### config.mk
export PLATFORM = sky130hd
export DESIGN_NAME = vga_pattern_scheduler
export DESIGN_NICKNAME = d
export VERILOG_FILES = /design/src/rtl/vga_pattern_scheduler.sv
export SDC_FILE = /design/constraint.sdc
export NUM_CORES = 1
export LEC_CHECK = 0
export CAP_MARGIN = 20
export CORE_AREA = 2 2 75 77
export CTS_CLUSTER_SIZE = 24
export DETAILED_ROUTE_END_ITERATION = 8
export DIE_AREA = 0 0 77 79
export PLACE_DENSITY = 0.79
export SYNTH_ARGS = -nofsm -noshare
export SYNTH_HDL_FRONTEND = slang
export SYNTH_SLANG_ARGS = --single-unit
### constraint.sdc
create_clock -name clk -period 2.4 [get_ports clk]
set_input_delay 0.24 -clock clk [delete_from_list [all_inputs] [get_ports clk]]
set_output_delay 0.24 -clock clk [all_outputs]
set_load 0.05 [all_outputs]
### src/rtl/vga_pattern_scheduler.sv
// vga_pattern_scheduler
// Frame-synchronous controller for the VGA pattern datapath. It picks the
// active pattern generator, steps the color-rotation index every
// FRAMES_PER_STEP frames, and takes debounced "next" and "pause" buttons.
// Every visible change is applied only on a frame_tick, so a frame is never
// split between two settings.
module vga_pattern_scheduler #(
    parameter int FRAMES_PER_STEP = 60,
    parameter int NUM_PATTERNS    = 4,
    parameter int DEBOUNCE_CYCLES = 250000,
    localparam int FCW = (FRAMES_PER_STEP > 1) ? $clog2(FRAMES_PER_STEP) : 1
) (
    input  logic           clk,
    input  logic           rst_n,
    input  logic           frame_tick,
    input  logic           btn_next,
    input  logic           btn_pause,
    output logic [1:0]     pattern_sel,
    output logic [1:0]     color_rotate,
    output logic           paused,
    output logic           pending,
    output logic [FCW-1:0] frame_cnt
);

    // Debounce counter width: it must hold DEBOUNCE_CYCLES-1.
    localparam int DCW = (DEBOUNCE_CYCLES > 1) ? $clog2(DEBOUNCE_CYCLES) : 1;
    localparam logic [DCW-1:0] DEB_LAST  = DCW'(DEBOUNCE_CYCLES - 1);
    localparam logic [FCW-1:0] FRAME_LAST = FCW'(FRAMES_PER_STEP - 1);
    localparam logic [1:0]     PAT_LAST   = 2'(NUM_PATTERNS - 1);

    typedef enum logic {
        RUN    = 1'b0,
        PAUSED = 1'b1
    } state_t;

    // Bit 0 is the "next" button, bit 1 the "pause" button.
    logic [1:0] btn_raw;
    logic [1:0] btn_evt;

    assign btn_raw = {btn_pause, btn_next};

    // One synchronizer + debouncer + rising-edge detector per button.
    for (genvar gi = 0; gi < 2; gi++) begin : g_btn
        logic           sync1_reg;
        logic           sync2_reg;
        logic           deb_reg;
        logic           evt_reg;
        logic [DCW-1:0] cnt_reg;

        // Two-flop synchronizer for the asynchronous button input.
        always_ff @(posedge clk or negedge rst_n) begin
            if (!rst_n) begin
                sync1_reg <= 1'b0;
                sync2_reg <= 1'b0;
            end else begin
                sync1_reg <= btn_raw[gi];
                sync2_reg <= sync1_reg;
            end
        end

        // Accept a new level only after it has differed from the debounced
        // level for DEBOUNCE_CYCLES consecutive cycles; emit a one-cycle
        // event only when the accepted level is a press (0->1).
        always_ff @(posedge clk or negedge rst_n) begin
            if (!rst_n) begin
                cnt_reg <= '0;
                deb_reg <= 1'b0;
                evt_reg <= 1'b0;
            end else begin
                evt_reg <= 1'b0;
                if (sync2_reg == deb_reg) begin
                    cnt_reg <= '0;
                end else if (cnt_reg == DEB_LAST) begin
                    cnt_reg <= '0;
                    deb_reg <= sync2_reg;
                    evt_reg <= sync2_reg;
                end else begin
                    cnt_reg <= cnt_reg + 1'b1;
                end
            end
        end

        assign btn_evt[gi] = evt_reg;
    end

    state_t         state_reg,        state_next;
    logic [1:0]     pattern_sel_reg,  pattern_sel_next;
    logic [1:0]     color_rotate_reg, color_rotate_next;
    logic [FCW-1:0] frame_cnt_reg,    frame_cnt_next;
    logic           next_pending_reg, next_pending_next;
    logic           pause_pending_reg, pause_pending_next;
    state_t         state_eff;

    // State and output registers; everything visible changes only here.
    always_ff @(posedge clk or negedge rst_n) begin
        if (!rst_n) begin
            state_reg         <= RUN;
            pattern_sel_reg   <= '0;
            color_rotate_reg  <= '0;
            frame_cnt_reg     <= '0;
            next_pending_reg  <= 1'b0;
            pause_pending_reg <= 1'b0;
        end else begin
            state_reg         <= state_next;
            pattern_sel_reg   <= pattern_sel_next;
            color_rotate_reg  <= color_rotate_next;
            frame_cnt_reg     <= frame_cnt_next;
            next_pending_reg  <= next_pending_next;
            pause_pending_reg <= pause_pending_next;
        end
    end

    // Frame-boundary scheduler: apply pause first (its new state governs this
    // tick), then next-pattern, which overrides the rotation step.
    always_comb begin
        state_next         = state_reg;
        pattern_sel_next   = pattern_sel_reg;
        color_rotate_next  = color_rotate_reg;
        frame_cnt_next     = frame_cnt_reg;
        state_eff          = state_reg;

        if (frame_tick) begin
            if (pause_pending_reg) begin
                state_eff = (state_reg == RUN) ? PAUSED : RUN;
            end
            state_next = state_eff;

            if (next_pending_reg) begin
                pattern_sel_next  = (pattern_sel_reg == PAT_LAST) ? 2'd0
                                                                  : pattern_sel_reg + 2'd1;
                color_rotate_next = 2'd0;
                frame_cnt_next    = '0;
            end else if (state_eff == RUN) begin
                if (frame_cnt_reg == FRAME_LAST) begin
                    frame_cnt_next    = '0;
                    color_rotate_next = color_rotate_reg + 2'd1;
                end else begin
                    frame_cnt_next = frame_cnt_reg + 1'b1;
                end
            end
        end

        // Flags are consumed by a tick using their old values; an event on the
        // same cycle re-arms its flag for the following tick.
        next_pending_next  = btn_evt[0] ? 1'b1 : (frame_tick ? 1'b0 : next_pending_reg);
        pause_pending_next = (frame_tick ? 1'b0 : pause_pending_reg) ^ btn_evt[1];
    end

    assign pattern_sel  = pattern_sel_reg;
    assign color_rotate = color_rotate_reg;
    assign frame_cnt    = frame_cnt_reg;
    assign paused       = (state_reg == PAUSED);
    assign pending      = next_pending_reg | pause_pending_reg;

endmodule
==> results of run 1 <==
==> layout make-up <==
class	instances	area, µm²
Fill cell	460	2060
Sequential cell	57	1430
Multi-Input combinational cell	199	1330
Timing Repair Buffer	22	203
Clock buffer	10	128
Tap cell	72	90.1
Clock inverter	6	82.6
Inverter	5	18.8
==> final timing paths <==
path                       cells past startpoint                 start                   end
hold reg to reg                                0    g_btn[1].sync1_reg    g_btn[1].sync2_reg
setup reg to reg                               5  g_btn[0].cnt_reg[10]  g_btn[0].cnt_reg[10]
setup / recovery                               2      next_pending_reg               pending
min in group asynchronous                      2                 rst_n          frame_cnt[2]
hold / removal                                 0    g_btn[1].sync1_reg    g_btn[1].sync2_reg
max in group asynchronous                      3                 rst_n   g_btn[0].cnt_reg[4]
==> routing by layer <==
metal,wire length (µm),vias up,track usage [%]
met5,0,-,0
met4,58,0,10.2
met3,189,8,3.98
met2,2340,50,29.4
met1,2400,993,24.6
li1,-,1005,-
==> metrics by stage <==
stage               std cells  worst slack (ps)  area (µm²)  utilization [%]
finish                    371               340        3280             61.5
detailed placement        354               476        3060             57.4
global placement          354               499        3060             57.4
global route              371               273        3280             61.5
CTS                       371               324        3280             61.5
floorplan                 265               512        2800                -
==> cell usage in the layout (no fill, tap or decap), types with 3 or more instances in the layout <==
cell type | netlist | final
dfrtp_1 | 57 | 57
nor2_1 | 35 | 35
nand2_1 | 22 | 22
xnor2_1 | 20 | 20
nand3_1 | 19 | 19
clkdlybuf4s50_1 | 0 | 15
xor2_1 | 14 | 14
nand4_1 | 9 | 9
clkbuf_8 | 0 | 9
nor4_1 | 8 | 8
nor3_1 | 6 | 6
a21oi_1 | 6 | 6
inv_1 | 5 | 5
o21ai_0 | 5 | 5
or4_1 | 5 | 5
buf_4 | 1 | 5
and4_1 | 4 | 4
o31ai_1 | 4 | 4
ha_1 | 4 | 4
nand4_2 | 3 | 3
clkinv_2 | 0 | 3
==> cells by family (layout without fill, tap and decap cells) <==
family | count (synthesis) | count (layout) | share of synthesized area [%]
AO/OA/AOI/OAI | 25 | 25 | 7.24
XOR/XNOR | 34 | 34 | 10.6
adder cells (fa/ha/maj) | 4 | 4 | 1.79
buffers and inverters | 9 | 43 | 1.39
flip-flops | 57 | 57 | 51.0
multiplexers | 3 | 3 | 1.34
AND/OR/NAND/NOR | 133 | 133 | 26.6
==> critical path: stages, from the launching register on <==
cell	delay, ps
dfrtp_1	490
or2_2	320
clkdlybuf4s50_1	700
==> power groups by stage <==
stage                     Combinational (mW)  Sequential, mW  Clock [mW]
after global placement                 0.446            1.11           0
after floorplan                        0.135            1.26           0
final                                  0.451            1.09       0.935
after CTS                              0.455            1.09       0.965
after detailed placement               0.452            1.11           0
after global routing                   0.486            1.10        1.01
==> results.yml, run 1 <==
logic_synthesis:
  yosysTopAreaCell: "dfrtp_1"
  synth_top_area_share_pct: 51.0
  syn_nets: 274
  synth_ff_type: "dfrtp_1"
  synth_common_cells: "dfrtp_1 (57), nor2_1 (35), nand2_1 (22)"
  yosysWarnings: 0
  synth.most_common_cell: "dfrtp_1"
  synth.top_cells.by_area: "dfrtp_1 (51%), xnor2_1 (6.3%), nor2_1 (4.7%)"
  synthCells: 265
  netlist-cell-type-count: 47
  synth_area_um2: 2800
  async_flop_share_pct: 100
  yosysSeqAreaShare_pct: 51.0
  synth-seq-cells: 57
  avgSynthCellArea_um2: 10.6
  synth-edff-count: 0
sta:
  relSlewSlack_pct: 57.0
  report.final.slew_viol_count: 0
  setup-violations-final: 0
  hold_viol_final: 0
  fin_crit_sh_pct: 85.8
  rsz0062_at_grt: "no"
  fin_crit_ps: 2060
  timing.hold.ws_ps: 351
  finClkSkew_ps: 13.4
  setup_tns_ps: 0
  fmax_mhz: 486
  tightest_slew_ps: 645
power_and_ir_drop:
  p_int_mw: 1.76
  total_power_mw: 2.48
  clockPowerShare_pct: 37.7
  sequentialPowerShare_pct: 44.0
  power_density_nw_per_um2: 755
  vdd_ir_drop_max_mv: 0.484
  p_leak_nw: 1.40
  netSwitchingFraction_pct: 28.8
  switching_power_mw: 0.714
  combPwrFrac_pct: 18.2
critical_path:
  critical_path_class: "flip-flop to primary output"
  start_kind: "flip-flop"
  required_ps: 2160
  setup.worst_path.end_class: "primary output"
  rrSetupSlack_ps: 450
  arrival_ps: 1820
  crit_path_max_fanout: 12
worst_hold_path:
  worstHoldPathType: "flip-flop to flip-flop"
placement:
  io_buffers: 16
  dp_hpwl_mm: 3.62
  gp_congestion: 0.822
global_routing:
  grt_max_degree: 31
  grt_pass1_vias: 2072
  grt_pass1_wl_mm: 9.14
  antenna_found_initial: 0
  grt_usage_pct: 18.8
  grt_overflow: 0
flow_run:
  max_cap_viol_count: 0
route:
  wl_mm: 4.98
  ant_nets: 0
  avgViaCountPerCell: 5.54
  drc: 0
  drt_iter0_markers: 145
  vias: 2056
  drt_pass1_iterations: 4
  wl_per_cell_um: 13.4
cells_and_area:
  num_antenna_cells: 0
  final_layout_size_suffix_gt1_share_pct: 13.4
  fin_nets: 303
  largest_register_ffs: 36
  syn2layout_area_growth_pct: 17.3
floorplanning:
  num_rows: 27
  die_h_um: 79
  start_util_pct: 52.4
  coreArea_um2: 5340
  chipWidth_um: 77
  die-area_um2: 6080
  io_pins: 17
cts:
  htreeDepth: 3
  holdBufCountCts: 1
  cts_root_buffer: "clkbuf_8"
  cts_resized: 0
  tritoncts: "yes"
  clkTransAtPathRegs_ps: 60
  clock_path_buffers: 2
  clock_latency_ps: 320
  post-cts-setup-buffers: 0
  cts_buffers: 9
  cts_sinks: 57
status:
  outcome: "completed"
Note: power is estimated with default switching activity, not from simulation.
==> run 2, diff against run 1 <==
==> config.mk (replaced) <==
export PLATFORM = sky130hd
export DESIGN_NAME = vga_pattern_scheduler
export DESIGN_NICKNAME = d
export VERILOG_FILES = /design/src/rtl/vga_pattern_scheduler.sv
export SDC_FILE = /design/constraint.sdc
export NUM_CORES = 1
export LEC_CHECK = 0
export CORE_AREA = 2 2 77 79
export CTS_CLUSTER_SIZE = 24
export DETAILED_ROUTE_END_ITERATION = 8
export DIE_AREA = 0 0 79 81
export PLACE_DENSITY = 0.75
export SYNTH_ARGS = -nofsm -noshare
export SYNTH_HDL_FRONTEND = slang
export SYNTH_SLANG_ARGS = --single-unit
==> constraint.sdc (replaced) <==
create_clock -name clk -period 2.4 [get_ports clk]
set_input_delay 0.36 -clock clk [delete_from_list [all_inputs] [get_ports clk]]
set_output_delay 0.36 -clock clk [all_outputs]
set_load 0.05 [all_outputs]
==> run 2 against run 1 <==
Against the previous run:
- sequential power hardly changed
- critical path type unchanged
- first-iteration DRC count is 41% lower
- largest power group unchanged
- critical endpoint unchanged
- critical path depth stayed put
- cell count is 0.27% higher
- die area is 5.2% higher
- hold slack worse by 290 ps
- register-to-register slack hardly changed
- global-route usage is 0.99 points lower
- routed wire length is 2.3% higher
- clock-buffer cell count is 1 higher
==> results.yml, run 2 (same netlist as run 1, synthesis figures left out) <==
route:
  avgViaCountPerCell: 5.51
  drc: 0
  wl_per_cell_um: 13.7
  vias: 2050
  ant_nets: 0
  drt_pass1_iterations: 4
  drt_iter0_markers: 86
  wl_mm: 5.10
critical_path:
  rrSetupSlack_ps: 440
  critPathMaxStageDelay_ps: 700
  worstPathCellList: "or2_2, clkdlybuf4s50_1"
  timing.rr.start: "g_btn[0].cnt_reg[10]"
  critical_path_class: "flip-flop to primary output"
  cp.depth: 2
  cp.buffers_inverters: 1
  start_kind: "flip-flop"
  setup.worst_path.end_class: "primary output"
  crit_path_max_fanout: 12
  reg2regPathDepth: 4
  crit_slowest_cell: "clkdlybuf4s50_1"
  r2r-end: "g_btn[0].deb_reg"
  cpLargestDelayFamily: "buffers and inverters"
  required_ps: 2040
  arrival_ps: 1840
placement:
  gp_congestion: 0.841
  io_buffers: 16
  dp_hpwl_mm: 3.50
floorplanning:
  die-area_um2: 6400
  io_pins: 17
  chipWidth_um: 79
  num_rows: 28
  die_h_um: 81
  start_util_pct: 49.3
  coreArea_um2: 5680
power_and_ir_drop:
  total_power_mw: 2.53
  power_density_nw_per_um2: 770
  vdd_ir_drop_max_mv: 0.435
  p_leak_nw: 1.40
sta:
  fin_crit_sh_pct: 91.9
  fin_crit_ps: 2200
  hold_viol_final: 0
  setup_tns_ps: 0
  tightest_slew_ps: 670
  timing.hold.ws_ps: 58.4
  rsz0062_at_grt: "no"
  finClkSkew_ps: 10.8
  fmax_mhz: 454
  relSlewSlack_pct: 55.3
  report.final.slew_viol_count: 0
  setup-violations-final: 0
cells_and_area:
  largest_register_ffs: 36
  fillers: 503
  mostFrequentLayoutCell: "dfrtp_1"
  final_layout_size_suffix_gt1_share_pct: 13.1
  num_antenna_cells: 0
  syn2layout_area_growth_pct: 17.6
  fin_nets: 301
  final_cell_mix: "dfrtp_1 (57), nor2_1 (35), nand2_1 (22)"
flow_run:
  max_cap_viol_count: 0
cts:
  clock_path_buffers: 2
  clkTransAtPathRegs_ps: 70
  holdBufCountCts: 0
  cts_sinks: 57
  post-cts-setup-buffers: 0
  tritoncts: "yes"
  htreeDepth: 3
  cts_resized: 0
  clock_latency_ps: 330
  cts_root_buffer: "clkbuf_8"
  cts_buffers: 9
status:
  outcome: "completed"
worst_hold_path:
  worstHoldPathType: "input port to async pin"
global_routing:
  grt_pass1_vias: 2000
  grt_pass1_wl_mm: 8.90
  antenna_found_initial: 0
  grt_overflow: 0
  grt_max_degree: 30
  grt_usage_pct: 17.8
-- run 2: changes by cell type in the layout (fill, tap and decap cells not counted) --
cell           previous run  this run
buf_12                    0         1
buf_4                     5         3
clkbuf_8                  9        10
clkinv_2                  3         2
clkinv_4                  0         1
clkinvlp_4                1         0
dlygate4sd3_1             1         0
-- run 2: area by class of cell --
| cell class | count | area [µm²] | area share, % |
|---|---|---|---|
| clock buffers | 11 | 141 | 4.30 |
| inverters | 5 | 18.8 | 0.570 |
| repair buffers | 20 | 198 | 6.01 |
| clock inverters | 5 | 78.8 | 2.40 |
| flip-flops and latches | 57 | 1430 | 43.3 |
| well taps | 75 | 93.8 | 2.85 |
| multi-input cells | 199 | 1330 | 40.5 |
-- run 2: metal layers --
| metal | GRT usage, % | wire [µm] | vias up |
|---|---|---|---|
| li1 | - | - | 1002 |
| met2 | 28.6 | 2440 | 46 |
| met4 | 9.83 | 127 | 0 |
| met1 | 22.6 | 2340 | 991 |
| met3 | 3.56 | 195 | 11 |
| met5 | 0 | 0 | - |
-- run 2: metrics by stage --
stage	cell area, µm²	utilization [%]	instances	setup slack [ps]
after floorplan	2800	-	265	512
after global placement	3070	54.1	356	499
after detailed placement	3070	54.1	356	449
after CTS	3290	58.0	372	176
after global routing	3290	58.0	372	141
final	3290	58.0	372	195
-- run 2: worst max-delay path by stage --
stage,slack (ps),end,start
after floorplan,510,color_rotate[0],frame_cnt[0]
after global placement,500,g_btn[0].deb_reg,g_btn[0].cnt_reg[10]
after detailed placement,450,g_btn[0].deb_reg,g_btn[0].cnt_reg[10]
after CTS,180,pending,next_pending_reg
after global routing,140,pending,next_pending_reg
final,200,pending,next_pending_reg
-- run 2: power breakdown --
part           total (mW)  switching [mW]  internal (mW)  leakage [nW]
Sequential           1.09          0.0735           1.02         0.756
Clock               0.990           0.379          0.611         0.113
Combinational       0.451           0.287          0.164         0.533
==> run 3, diff against run 2 <==
--- a/config.mk
+++ b/config.mk
@@ -5,10 +5,12 @@
 export SDC_FILE = /design/constraint.sdc
 export NUM_CORES = 1
 export LEC_CHECK = 0
+export CAP_MARGIN = 20
 export CORE_AREA = 2 2 77 79
 export CTS_CLUSTER_SIZE = 24
 export DETAILED_ROUTE_END_ITERATION = 8
 export DIE_AREA = 0 0 79 81
+export MAX_ROUTING_LAYER = met4
 export PLACE_DENSITY = 0.75
 export SYNTH_ARGS = -nofsm -noshare
 export SYNTH_HDL_FRONTEND = slang
==> run 3 against run 2 <==
Against the previous run:
- core utilization did not move
- global-route usage is 0.55 points higher
- via count shrank 0.44%
- total power is essentially flat
- sequential share of layout area unchanged
- clock power is essentially flat
- clock skew is 0.53 ps lower
- routed wire length increased by 0.41%
- flip-flop and latch count stayed put
- critical path type unchanged
- largest power group unchanged
- die area unchanged
- critical endpoint unchanged
==> results.yml, run 3 (same netlist as run 1, synthesis figures left out) <==
status:
  outcome: "completed"
global_routing:
  grt_max_degree: 30
  grt_usage_pct: 18.3
  grt_overflow: 0
  grt_pass1_wl_mm: 8.91
  antenna_found_initial: 0
  grt_pass1_vias: 1996
cells_and_area:
  largest_register_ffs: 36
  fillers: 503
  syn2layout_area_growth_pct: 17.6
  multi_input_area_um2: 1330
  final_layout_size_suffix_gt1_share_pct: 13.1
  final_cell_mix: "dfrtp_1 (57), nor2_1 (35), nand2_1 (22)"
  num_antenna_cells: 0
  regArea_um2: 1430
  mostFrequentLayoutCell: "dfrtp_1"
  fin_nets: 301
  layoutNonFillerInstCount: 372
  design_area_um2: 3290
cts:
  holdBufCountCts: 0
  post-cts-setup-buffers: 0
  cts_resized: 0
  cts_buffers: 9
  tritoncts: "yes"
  htreeDepth: 3
  clock_latency_ps: 340
  clkTransAtPathRegs_ps: 70
  cts_sinks: 57
  cts_root_buffer: "clkbuf_8"
  clock_path_buffers: 2
critical_path:
  cpLargestDelayFamily: "buffers and inverters"
  required_ps: 2040
  arrival_ps: 1850
  cp.buffers_inverters: 1
  crit_slowest_cell: "clkdlybuf4s50_1"
  rrSetupSlack_ps: 440
  r2r-end: "g_btn[0].deb_reg"
  reg2regPathDepth: 4
  critical_path_class: "flip-flop to primary output"
  crit_path_max_fanout: 12
  start_kind: "flip-flop"
  setup.worst_path.end_class: "primary output"
  timing.rr.start: "g_btn[0].cnt_reg[10]"
  worstPathCellList: "or2_2, clkdlybuf4s50_1"
  critPathMaxStageDelay_ps: 700
floorplanning:
  num_rows: 28
  start_util_pct: 49.3
  coreArea_um2: 5680
  io_pins: 17
  die_h_um: 81
  die-area_um2: 6400
  chipWidth_um: 79
sta:
  hold_viol_final: 0
  tightest_slew_ps: 664
  setup-violations-final: 0
  finClkSkew_ps: 10.3
  fin_crit_ps: 2210
  relSlewSlack_pct: 55.7
  report.final.slew_viol_count: 0
  fmax_mhz: 453
  fin_crit_sh_pct: 91.9
  rsz0062_at_grt: "no"
  setup_tns_ps: 0
route:
  ant_nets: 0
  wl_mm: 5.12
  drc: 0
  drt_iter0_markers: 99
  wl_per_cell_um: 13.8
  drt_pass1_iterations: 4
  avgViaCountPerCell: 5.49
  vias: 2041
power_and_ir_drop:
  power_density_nw_per_um2: 771
  vdd_ir_drop_max_mv: 0.435
  total_power_mw: 2.54
  p_leak_nw: 1.40
flow_run:
  max_cap_viol_count: 0
placement:
  io_buffers: 16
  place_area_um2: 3070
  place_inst: 356
  dp_hpwl_mm: 3.50
  gp_congestion: 0.854
worst_hold_path:
  worstHoldPathType: "input port to async pin"
run 3: cell counts in the layout (fill, tap and decap cells not counted):
Identical to the previous run, type by type.
run 3: cell type report:
type                    instances  area share, %
flip-flops and latches         57           43.3
multi-input cells             199           40.5
repair buffers                 20           6.01
clock buffers                  11           4.30
well taps                      75           2.85
clock inverters                 5           2.40
inverters                       5          0.570
run 3: metrics by stage:
step,setup slack [ps],utilization [%],hold WS (ps)
3_5_place_dp,449,54.1,335
6_report,195,58.0,50.7
3_3_place_gp,499,54.1,332
5_1_grt,141,58.0,105
4_1_cts,176,58.0,69.4
2_1_floorplan,512,-,64.4
run 3: how the worst max path moves through the flow:
stage                             to  cells after the start  slack, ps                  from
finish                       pending                      2        190      next_pending_reg
global route                 pending                      2        140      next_pending_reg
CTS                          pending                      2        180      next_pending_reg
detailed placement  g_btn[0].deb_reg                      4        450  g_btn[0].cnt_reg[10]
global placement    g_btn[0].deb_reg                      4        500  g_btn[0].cnt_reg[10]
floorplan            color_rotate[0]                      5        510          frame_cnt[0]
run 3: metal layers:
metal  up-vias  GRT usage [%]  share of wire (%)
met5         -              -                  0
met1       994           22.7                 47
met3         9           3.56                3.1
met2        35           28.6                 49
li1       1003              -                  -
met4         0           9.83                1.6
run 3: power by group:
group,switching (mW),internal [mW]
clock,0.381,0.611
sequential,0.0734,1.02
combinational,0.287,0.164
total,0.742,1.80
